File: config.mk
export PLATFORM = sky130hd
export DESIGN_NAME = btn_cmd_queue
export DESIGN_NICKNAME = d
export VERILOG_FILES = /design/src/rtl/btn_pkg.sv /design/src/rtl/cmd_fifo.sv /design/src/rtl/btn_cmd_queue.sv
export SDC_FILE = /design/constraint.sdc
export NUM_CORES = 1
export LEC_CHECK = 0
export CORE_ASPECT_RATIO = 0.75
export CORE_MARGIN = 10
export CORE_UTILIZATION = 51
export DETAILED_ROUTE_END_ITERATION = 10
export GPL_TIMING_DRIVEN = 0
export MAX_ROUTING_LAYER = met4
export PLACE_DENSITY_LB_ADDON = 0.25
export SLEW_MARGIN = 20
export SYNTH_ARGS = -nofsm -noshare
export SYNTH_HDL_FRONTEND = slang
export SYNTH_SLANG_ARGS = --single-unit
File: constraint.sdc
create_clock -name clk -period 2.25 [get_ports clk]
set_clock_uncertainty 0.1 [all_clocks]
set_input_delay 0.3375 -clock clk [delete_from_list [all_inputs] [get_ports clk]]
set_output_delay 0.3375 -clock clk [all_outputs]
set_load 0.01 [all_outputs]
File: src/rtl/btn_pkg.sv
// Shared button/command definitions used by the debouncer, this queue and the game FSM.
package btn_pkg;

  localparam int DEFAULT_N_BUTTONS = 3;

  localparam logic [DEFAULT_N_BUTTONS-1:0] BTN_IDLE = '1;

  typedef enum logic [1:0] {
    CMD_LEFT  = 2'd0,
    CMD_RIGHT = 2'd1,
    CMD_DROP  = 2'd2
  } cmd_e;

  typedef enum logic [1:0] {
    EV_IDLE,
    EV_SINGLE,
    EV_CHORD
  } btn_event_e;

endpackage

File: src/rtl/cmd_fifo.sv
// Generic synchronous FIFO with occupancy count; a push into a full FIFO is
// accepted only when a pop frees the slot on the same edge.
module cmd_fifo #(
  parameter int WIDTH = 2,
  parameter int DEPTH = 4,
  localparam int PTR_W = $clog2(DEPTH),
  localparam int LVL_W = PTR_W + 1
) (
  input  logic             clk,
  input  logic             rst_n,
  input  logic             push,
  input  logic [WIDTH-1:0] push_data,
  input  logic             pop,
  output logic [WIDTH-1:0] pop_data,
  output logic             full,
  output logic             empty,
  output logic [LVL_W-1:0] level
);

  logic [WIDTH-1:0] mem_q [DEPTH];
  logic [PTR_W-1:0] wr_ptr_q, wr_ptr_d;
  logic [PTR_W-1:0] rd_ptr_q, rd_ptr_d;
  logic [LVL_W-1:0] level_q, level_d;
  logic             push_ok, pop_ok;

  assign full    = (level_q == LVL_W'(DEPTH));
  assign empty   = (level_q == '0);
  assign level   = level_q;
  assign pop_ok  = pop & ~empty;
  assign push_ok = push & (~full | pop_ok);

  // NOTE: every signal written here gets a default first, so no path can
  // leave it unassigned and infer a latch.
  always_comb begin
    wr_ptr_d = wr_ptr_q;
    rd_ptr_d = rd_ptr_q;
    level_d  = level_q;
    if (push_ok) wr_ptr_d = wr_ptr_q + PTR_W'(1);
    if (pop_ok)  rd_ptr_d = rd_ptr_q + PTR_W'(1);
    case ({push_ok, pop_ok})
      2'b10:   level_d = level_q + LVL_W'(1);
      2'b01:   level_d = level_q - LVL_W'(1);
      default: level_d = level_q;
    endcase
  end

  // NOTE: state registers use non-blocking assignments so every flop samples
  // pre-edge values regardless of process ordering.
  always_ff @(posedge clk or negedge rst_n) begin
    if (!rst_n) begin
      wr_ptr_q <= '0;
      rd_ptr_q <= '0;
      level_q  <= '0;
    end else begin
      wr_ptr_q <= wr_ptr_d;
      rd_ptr_q <= rd_ptr_d;
      level_q  <= level_d;
    end
  end

  // NOTE: storage is deliberately not reset; stale entries are unreachable
  // because level gates the read and pop_data is forced to zero when empty.
  always_ff @(posedge clk) begin
    if (push_ok) mem_q[wr_ptr_q] <= push_data;
  end

  // When full with a pop, wr_ptr == rd_ptr: the head is read out before the
  // edge and the new entry lands in the slot being vacated.
  assign pop_data = empty ? '0 : mem_q[rd_ptr_q];

endmodule

File: src/rtl/btn_cmd_queue.sv
// Classifies active-low press pulses into command codes, queues them for the
// game FSM over valid/ready, and keeps sticky overflow/chord error flags.
module btn_cmd_queue
  import btn_pkg::*;
#(
  parameter int N_BUTTONS = DEFAULT_N_BUTTONS,
  parameter int DEPTH     = 4,
  parameter int CODE_W    = $clog2(N_BUTTONS)
) (
  input  logic                     clk,
  input  logic                     rst_n,
  input  logic [N_BUTTONS-1:0]     btns_in,
  input  logic                     cmd_ready,
  input  logic                     clr_err,
  output logic                     cmd_valid,
  output logic [CODE_W-1:0]        cmd_data,
  output logic [$clog2(DEPTH):0]   level,
  output logic                     err_overflow,
  output logic                     err_chord
);

  btn_event_e          ev;
  logic [CODE_W-1:0]   press_code;
  logic                push_req, pop, full, empty, overflow_evt;
  logic                err_overflow_q, err_overflow_d;
  logic                err_chord_q, err_chord_d;

  always_comb begin
    int n_low;
    n_low      = 0;
    press_code = '0;
    ev         = EV_IDLE;
    for (int i = 0; i < N_BUTTONS; i++) begin
      if (!btns_in[i]) begin
        n_low++;
        press_code = CODE_W'(i);
      end
    end
    if (n_low == 1)     ev = EV_SINGLE;
    else if (n_low > 1) ev = EV_CHORD;
  end

  assign push_req     = (ev == EV_SINGLE);
  assign pop          = cmd_valid & cmd_ready;
  assign overflow_evt = push_req & full & ~pop;

  cmd_fifo #(
    .WIDTH (CODE_W),
    .DEPTH (DEPTH)
  ) u_fifo (
    .clk       (clk),
    .rst_n     (rst_n),
    .push      (push_req),
    .push_data (press_code),
    .pop       (pop),
    .pop_data  (cmd_data),
    .full      (full),
    .empty     (empty),
    .level     (level)
  );

  assign cmd_valid = ~empty;

  // Set takes priority over clear when both land on the same edge.
  always_comb begin
    err_overflow_d = (err_overflow_q & ~clr_err) | overflow_evt;
    err_chord_d    = (err_chord_q    & ~clr_err) | (ev == EV_CHORD);
  end

  always_ff @(posedge clk or negedge rst_n) begin
    if (!rst_n) begin
      err_overflow_q <= 1'b0;
      err_chord_q    <= 1'b0;
    end else begin
      err_overflow_q <= err_overflow_d;
      err_chord_q    <= err_chord_d;
    end
  end

  assign err_overflow = err_overflow_q;
  assign err_chord    = err_chord_q;

endmodule
Word level (Yosys, flattened, before mapping)

Memories as Yosys holds them, arrays and structs flattened.
Cells that the tools add are included.

Bits in writable memories: 8
Output and inout port bits: 8
Word-level logic and storage cells: 46
Register bits after elaboration: 9
Input port bits: 7
Memories: 1

Memory list:

| name         | depth | width | rd ports | clocked after Yosys merged registers in | write ports | RTL line       | source |
|---|---|---|---|---|---|---|---|
| u_fifo.mem_q | 4     | 2     | 1        | 0                                       | 1           | cmd_fifo.sv:20 | `logic [WIDTH-1:0] mem_q [DEPTH];` |

Mux-type cells: 11
Bitwise gates (word level): 14
Order comparisons: 1
Equal/unequal tests: 6
Reductions and logical operators: 2
Add/sub/neg operators: 6

Operator list:

| cell                                                | number |
|---|---|
| adder 32 x 2 -> 32 bit, second input constant       | 2 |
| 2-to-1 mux 32 bit                                   | 2 |
| == test 32 x 2 -> 1 bit, second input constant      | 1 |
| > comparator 32 x 2 -> 1 bit, second input constant | 1 |
| 2-to-1 mux 2 bit                                    | 4 |
| AND 1 bit                                           | 7 |
| one-hot mux 3 bit (2 select lines)                  | 1 |
| adder 2 x 1 -> 2 bit, second input constant         | 2 |
| == test 2 x 1 -> 1 bit, second input constant       | 2 |
| == test 2 bit, second input constant                | 2 |
| 2-to-1 mux 1 bit                                    | 4 |
| NOT 1 bit                                           | 4 |
| adder 3 x 1 -> 3 bit, second input constant         | 1 |
| == test 3 bit, second input constant                | 1 |
| zero test 3 bit                                     | 1 |
| bitwise OR 1 bit                                    | 3 |
| subtractor 3 x 1 -> 3 bit, second input constant    | 1 |
| nonzero test 2 bit                                  | 1 |

Logic depth before layout (Yosys ltp)

Depth in word-level cells: 12
Depth in mapped cells: 11
Depth with buffers taken out: 11

Hierarchy

A second synthesis with hierarchy kept.

Cell total of the unflattened synthesis: 70
Area total of the unflattened synthesis: 915.9 um2

Modules (own cells, without submodules):

| module        | sequential area each (um2) | cells an instance | area an instance (um2) | times used |
|---|---|---|---|---|
| cmd_fifo      | 415.4                      | 50                | 735.7                  | 1 |
| btn_cmd_queue | 50.0                       | 20                | 180.2                  | 1 |

Least setup slack after synthesis

OpenSTA, ideal clock, no wires.

Path type: input to register
Start: in btns_in[0]
End: reg u_fifo.level_q[2], in the netlist u_fifo.level[2]
Stages: 10
Path slack: -0.079 ns
Setup time: 0.128 ns
Buffers on the path: 0
Arrival: 2.102 ns
Required time: 2.022 ns
Path through: fa_1 o21bai_1 nor3b_4 inv_1 ha_1 inv_1 fa_1 xor2_1 nor2_1 xor2_1

Word-level cells in the longest chain between the ends: 12
Elaborated cells on any way between the ends: 15
Those cells by class: add/sub (2); order compare (1); eq/ne (4); mux (6); bitwise (1); reduce/logical (1)

RTL lines:

| item                                                                            | RTL line            | source |
|---|---|---|
| start, declared                                                                 | btn_cmd_queue.sv:12 | `input logic [N_BUTTONS-1:0] btns_in,` |
| 2-to-1 mux 1 bit (*)                                                            | btn_cmd_queue.sv:34 | `if (!btns_in[i]) begin` |
| adder 32 x 2 -> 32 bit                                                          | btn_cmd_queue.sv:35 | `n_low++;` |
| 2-to-1 mux 32 bit (*)                                                           | btn_cmd_queue.sv:34 |  |
| adder 32 x 2 -> 32 bit                                                          | btn_cmd_queue.sv:35 |  |
| 2-to-1 mux 32 bit (*)                                                           | btn_cmd_queue.sv:34 |  |
| > comparator 32 x 2 -> 1 bit                                                    | btn_cmd_queue.sv:40 | `else if (n_low > 1) ev = EV_CHORD;` |
| 2-to-1 mux 2 bit                                                                | btn_cmd_queue.sv:40 |  |
| 2-to-1 mux 2 bit (*)                                                            | btn_cmd_queue.sv:39 | `if (n_low == 1) ev = EV_SINGLE;` |
| == test 2 x 1 -> 1 bit (*)                                                      | btn_cmd_queue.sv:43 | `assign push_req = (ev == EV_SINGLE);` |
| AND 1 bit (*)                                                                   | cmd_fifo.sv:30      | `assign push_ok = push & (~full \| pop_ok);` |
| == test 2 x 1 -> 1 bit / == test 2 bit (equally long branches)                  | cmd_fifo.sv:40      | `case ({push_ok, pop_ok})` |
| one-hot mux 3 bit (2 select lines) / nonzero test 2 bit (equally long branches) | -                   |  |
| end signal, assigned                                                            | cmd_fifo.sv:57      | `level_q <= level_d;` |
| end, declared                                                                   | cmd_fifo.sv:23      | `logic [LVL_W-1:0] level_q, level_d;` |

Mark *: on every way between the ends. The rest lies on a longest branch, timed or not.
A chain may end at the register's enable or synchronous reset.

Worst setup path after layout

Start: reg u_fifo.rd_ptr_q[0]
End: out cmd_data[0]

Word-level cells in the longest chain between the ends: 2

RTL lines:

| item                    | RTL line            | source |
|---|---|---|
| start, declared         | cmd_fifo.sv:22      | `logic [PTR_W-1:0] rd_ptr_q, rd_ptr_d;` |
| start signal, assigned  | cmd_fifo.sv:56      | `rd_ptr_q <= rd_ptr_d;` |
| memory read (4 x 2 bit) | -                   |  |
| 2-to-1 mux 2 bit        | cmd_fifo.sv:69      | `assign pop_data = empty ? '0 : mem_q[rd_ptr_q];` |
| end, declared           | btn_cmd_queue.sv:16 | `output logic [CODE_W-1:0] cmd_data,` |

No other way between the ends.

==> results_dict.tcl <==
set metrics [dict create \
    dr_wl_met3_um 118 \
    syn_area_um2 912.1 \
    netlist.area_leader.share_pct 26.34 \
    grtUsageTotal_pct 9.518 \
    crit_path_end "cmd_data[0]" \
    p_int_uw 854.3 \
    portBuffers 14 \
    dieArea_um2 3898 \
    cts-root-buf "clkbuf_4" \
    slew_violations 0 \
    worstReg2RegEnd "u_fifo.level[2]$_DFFE_PN0P_" \
    worst_pin_slew_ps 418.2 \
    path_class "flip-flop to primary output" \
    place_area_um2 1094 \
    die_w_um 68.83 \
    post-route-cell-area_um2 1167 \
    dpl_worst_slack_ps -785.7 \
    hold_viol_final 0 \
    ioPinCount 15 \
    initialDrtViolationCount 22 \
    hold_path.class "input pin to asynchronous set/reset pin" \
    drt-pass1-iter-count 2 \
    antenna_found_initial 0 \
    rows 13 \
    final_common_cell "inv_1" \
    max_cap_violations 0 \
    cp_top_family "multiplexers" \
    final.min_clock_period_ps 2144 \
    clkPwrFrac_pct 12.1 \
    ant_nets 0 \
    synth_fp_nets 82 \
    critical_path.slowest_cell "mux4_2" \
    cts_sinks 17 \
    ir_drop_v 0.0005995 \
    top_layer "met4" \
    drc 0 \
    setup_ws_ps 106.3 \
    syn2layout_area_growth_pct 27.98 \
    cp_data_required_time_ps 1810 \
    place.gp.congestion 0.7097 \
    crit_chain "buf_4 > mux4_2 > and2_1 > dlygate4sd2_1" \
    p_sw_uw 421.2 \
    arrival_ps 1710 \
    grt-ovfl-total 0 \
    hpwl_um 1204 \
    cts_tree "built" \
    power.share.sequential_pct 39.7 \
    ys_ff_latch 17 \
    slew_headroom_pct 72.03 \
    worstSetupStartpoint "u_fifo.rd_ptr_q[0]$_DFFE_PN0P_" \
    nNetsFinal 108 \
    syn_area_per_cell_um2 13.82 \
    clockBufferDepth 2 \
    finalSetupViolCount 0 \
    htreeDepth 1 \
    core_um2 1708 \
    final_cell_mix "11 x inv_1, 8 x clkdlybuf4s50_1, 8 x edfxtp_1, 7 x buf_4" \
    cp_num_buf_inv 2 \
    vias_per_cell 4.965 \
    initial_core_util_pct 53.41 \
    ys_seq_area_share_pct 51.03 \
    hold_buffers 0 \
    grt_pass1_wl_um 2787 \
    finalCritPeriodShare_pct 95.27 \
    status "complete, no violations" \
    ys_warn_count 0 \
    crit_fanout 2 \
    met2_length_um 769 \
    max_stage_delay_ps 480 \
    die_h_um 56.63 \
    clk_latency_ps 280 \
    numCtsBuffers 3 \
    post-route-util_pct 68.35 \
    routedWlPerCell_um 13.91 \
    endpoint_kind "primary output" \
    pwr-share-comb_pct 48.2 \
    ys_types 23 \
    drt-met1-wl_um 659 \
    r2r-start "u_fifo.level[0]$_DFFE_PN0P_" \
    power_uw 1276 \
    wl_um 1572 \
    grt_pass1_vias 604 \
    path_clk_slew_ps 90 \
    pwr_density_cell_nw_per_um2 1093 \
    rr_worst_depth 9 \
    vias 561 \
    grt_start_max_net_pins 10 \
    drive_gt1_share_pct 34.07 \
    fmax_mhz 466.5 \
    p_leak_uw 0.0005246 \
    antenna_cells 0 \
    worst-path-stages 4 \
    yosys-top-cells-area "edfxtp_1 26%, dfrtp_1 25%, ha_1 9.6%" \
    r2r_setup_slack_ps 130 \
    start_kind "flip-flop" \
    swShare_pct 33.02 \
    syn_inst 66 \
    synth.largest_area_cell "edfxtp_1" \
]
power by group through the flow:
stage | Combinational, uW | Clock [uW] | Sequential (uW)
2_1_floorplan | 343 | 0 | 517
3_3_place_gp | 544 | 0 | 516
3_5_place_dp | 558 | 0 | 522
4_1_cts | 605 | 163 | 508
5_1_grt | 685 | 177 | 519
6_report | 615 | 154 | 506
synth_stat cells:
cell and instances:
edfxtp_1 8, o21bai_1 1, and2_4 1, mux2_4 1, and2_1 2, o21ai_0 1, nor4b_4 1, mux2i_1 1
inv_1 12, fa_1 2, o32ai_1 1, or3_4 1, o21ai_1 1, dfrtp_1 9, ha_1 7, nand3_1 1
and2_2 4, mux4_2 2, nor3b_4 1, xor2_1 3, xnor2_1 3, nor2_1 2, a21o_1 1
registers in the layout (all words and copies together) (netlist names):
signal and flops:
u_fifo.mem_q 8, u_fifo.level 3, u_fifo.rd_ptr_q 2, u_fifo.wr_ptr_q 2
err_chord 1, err_overflow 1
metal layers:
metal | track usage (%) | up-vias
met5 | - | -
li1 | - | 268
met4 | 1.685 | 0
met3 | 4.752 | 4
met1 | 10.60 | 274
met2 | 15.11 | 15
worst min-delay path by stage:
stage                        start                             end  slack [ps]  depth (start not counted)
6_report                     rst_n             err_chord$_DFF_PN0_         250                          1
5_1_grt                      rst_n  u_fifo.wr_ptr_q[1]$_DFFE_PN0P_         250                          1
4_1_cts                      rst_n     u_fifo.level[0]$_DFFE_PN0P_         250                          1
3_5_place_dp   err_chord$_DFF_PN0_             err_chord$_DFF_PN0_         390                          1
3_3_place_gp   err_chord$_DFF_PN0_             err_chord$_DFF_PN0_         370                          1
2_1_floorplan                rst_n             err_chord$_DFF_PN0_         -60                          0
what timing repair did:
| action | CTS | global route |
|---|---|---|
| pin swaps | 4 | 3 |
| gates resized for setup | 12 | 6 |
| endpoints found under the setup margin | 13 | 2 |
| cloned | 0 | 0 |
| setup buffers | 5 | 2 |
| endpoints found under the hold margin | 0 | 0 |
through the flow:
stage,std cells,hold WS [ps],setup TNS (ps)
2_1_floorplan,66,-58.09,-77.42
3_3_place_gp,102,372.0,-4654
3_5_place_dp,102,385.8,-4873
4_1_cts,111,245.5,0
5_1_grt,113,252.7,-6.990
6_report,113,248.5,0
final cells by class:
cell class | count | area (um2)
Clock buffer | 4 | 26.28
Fill cell | 124 | 540.5
Inverter | 12 | 45.04
Multi-Input combinational cell | 37 | 417.9
Sequential cell | 17 | 469.2
Tap cell | 22 | 27.53
Timing Repair Buffer | 21 | 181.4
kinds of logic after synthesis:
kind of cell | Yosys count | share of synthesized area [%]
xor gates and xnor gates | 6 | 5.762
adders and majority gates | 9 | 13.99
buffers and inverters | 12 | 4.938
and+or+nand+nor | 13 | 12.89
muxes | 4 | 7.681
DFF | 17 | 51.03
AOI/OAI and AO/OA | 5 | 3.703
(Power assumes the default switching activity.)
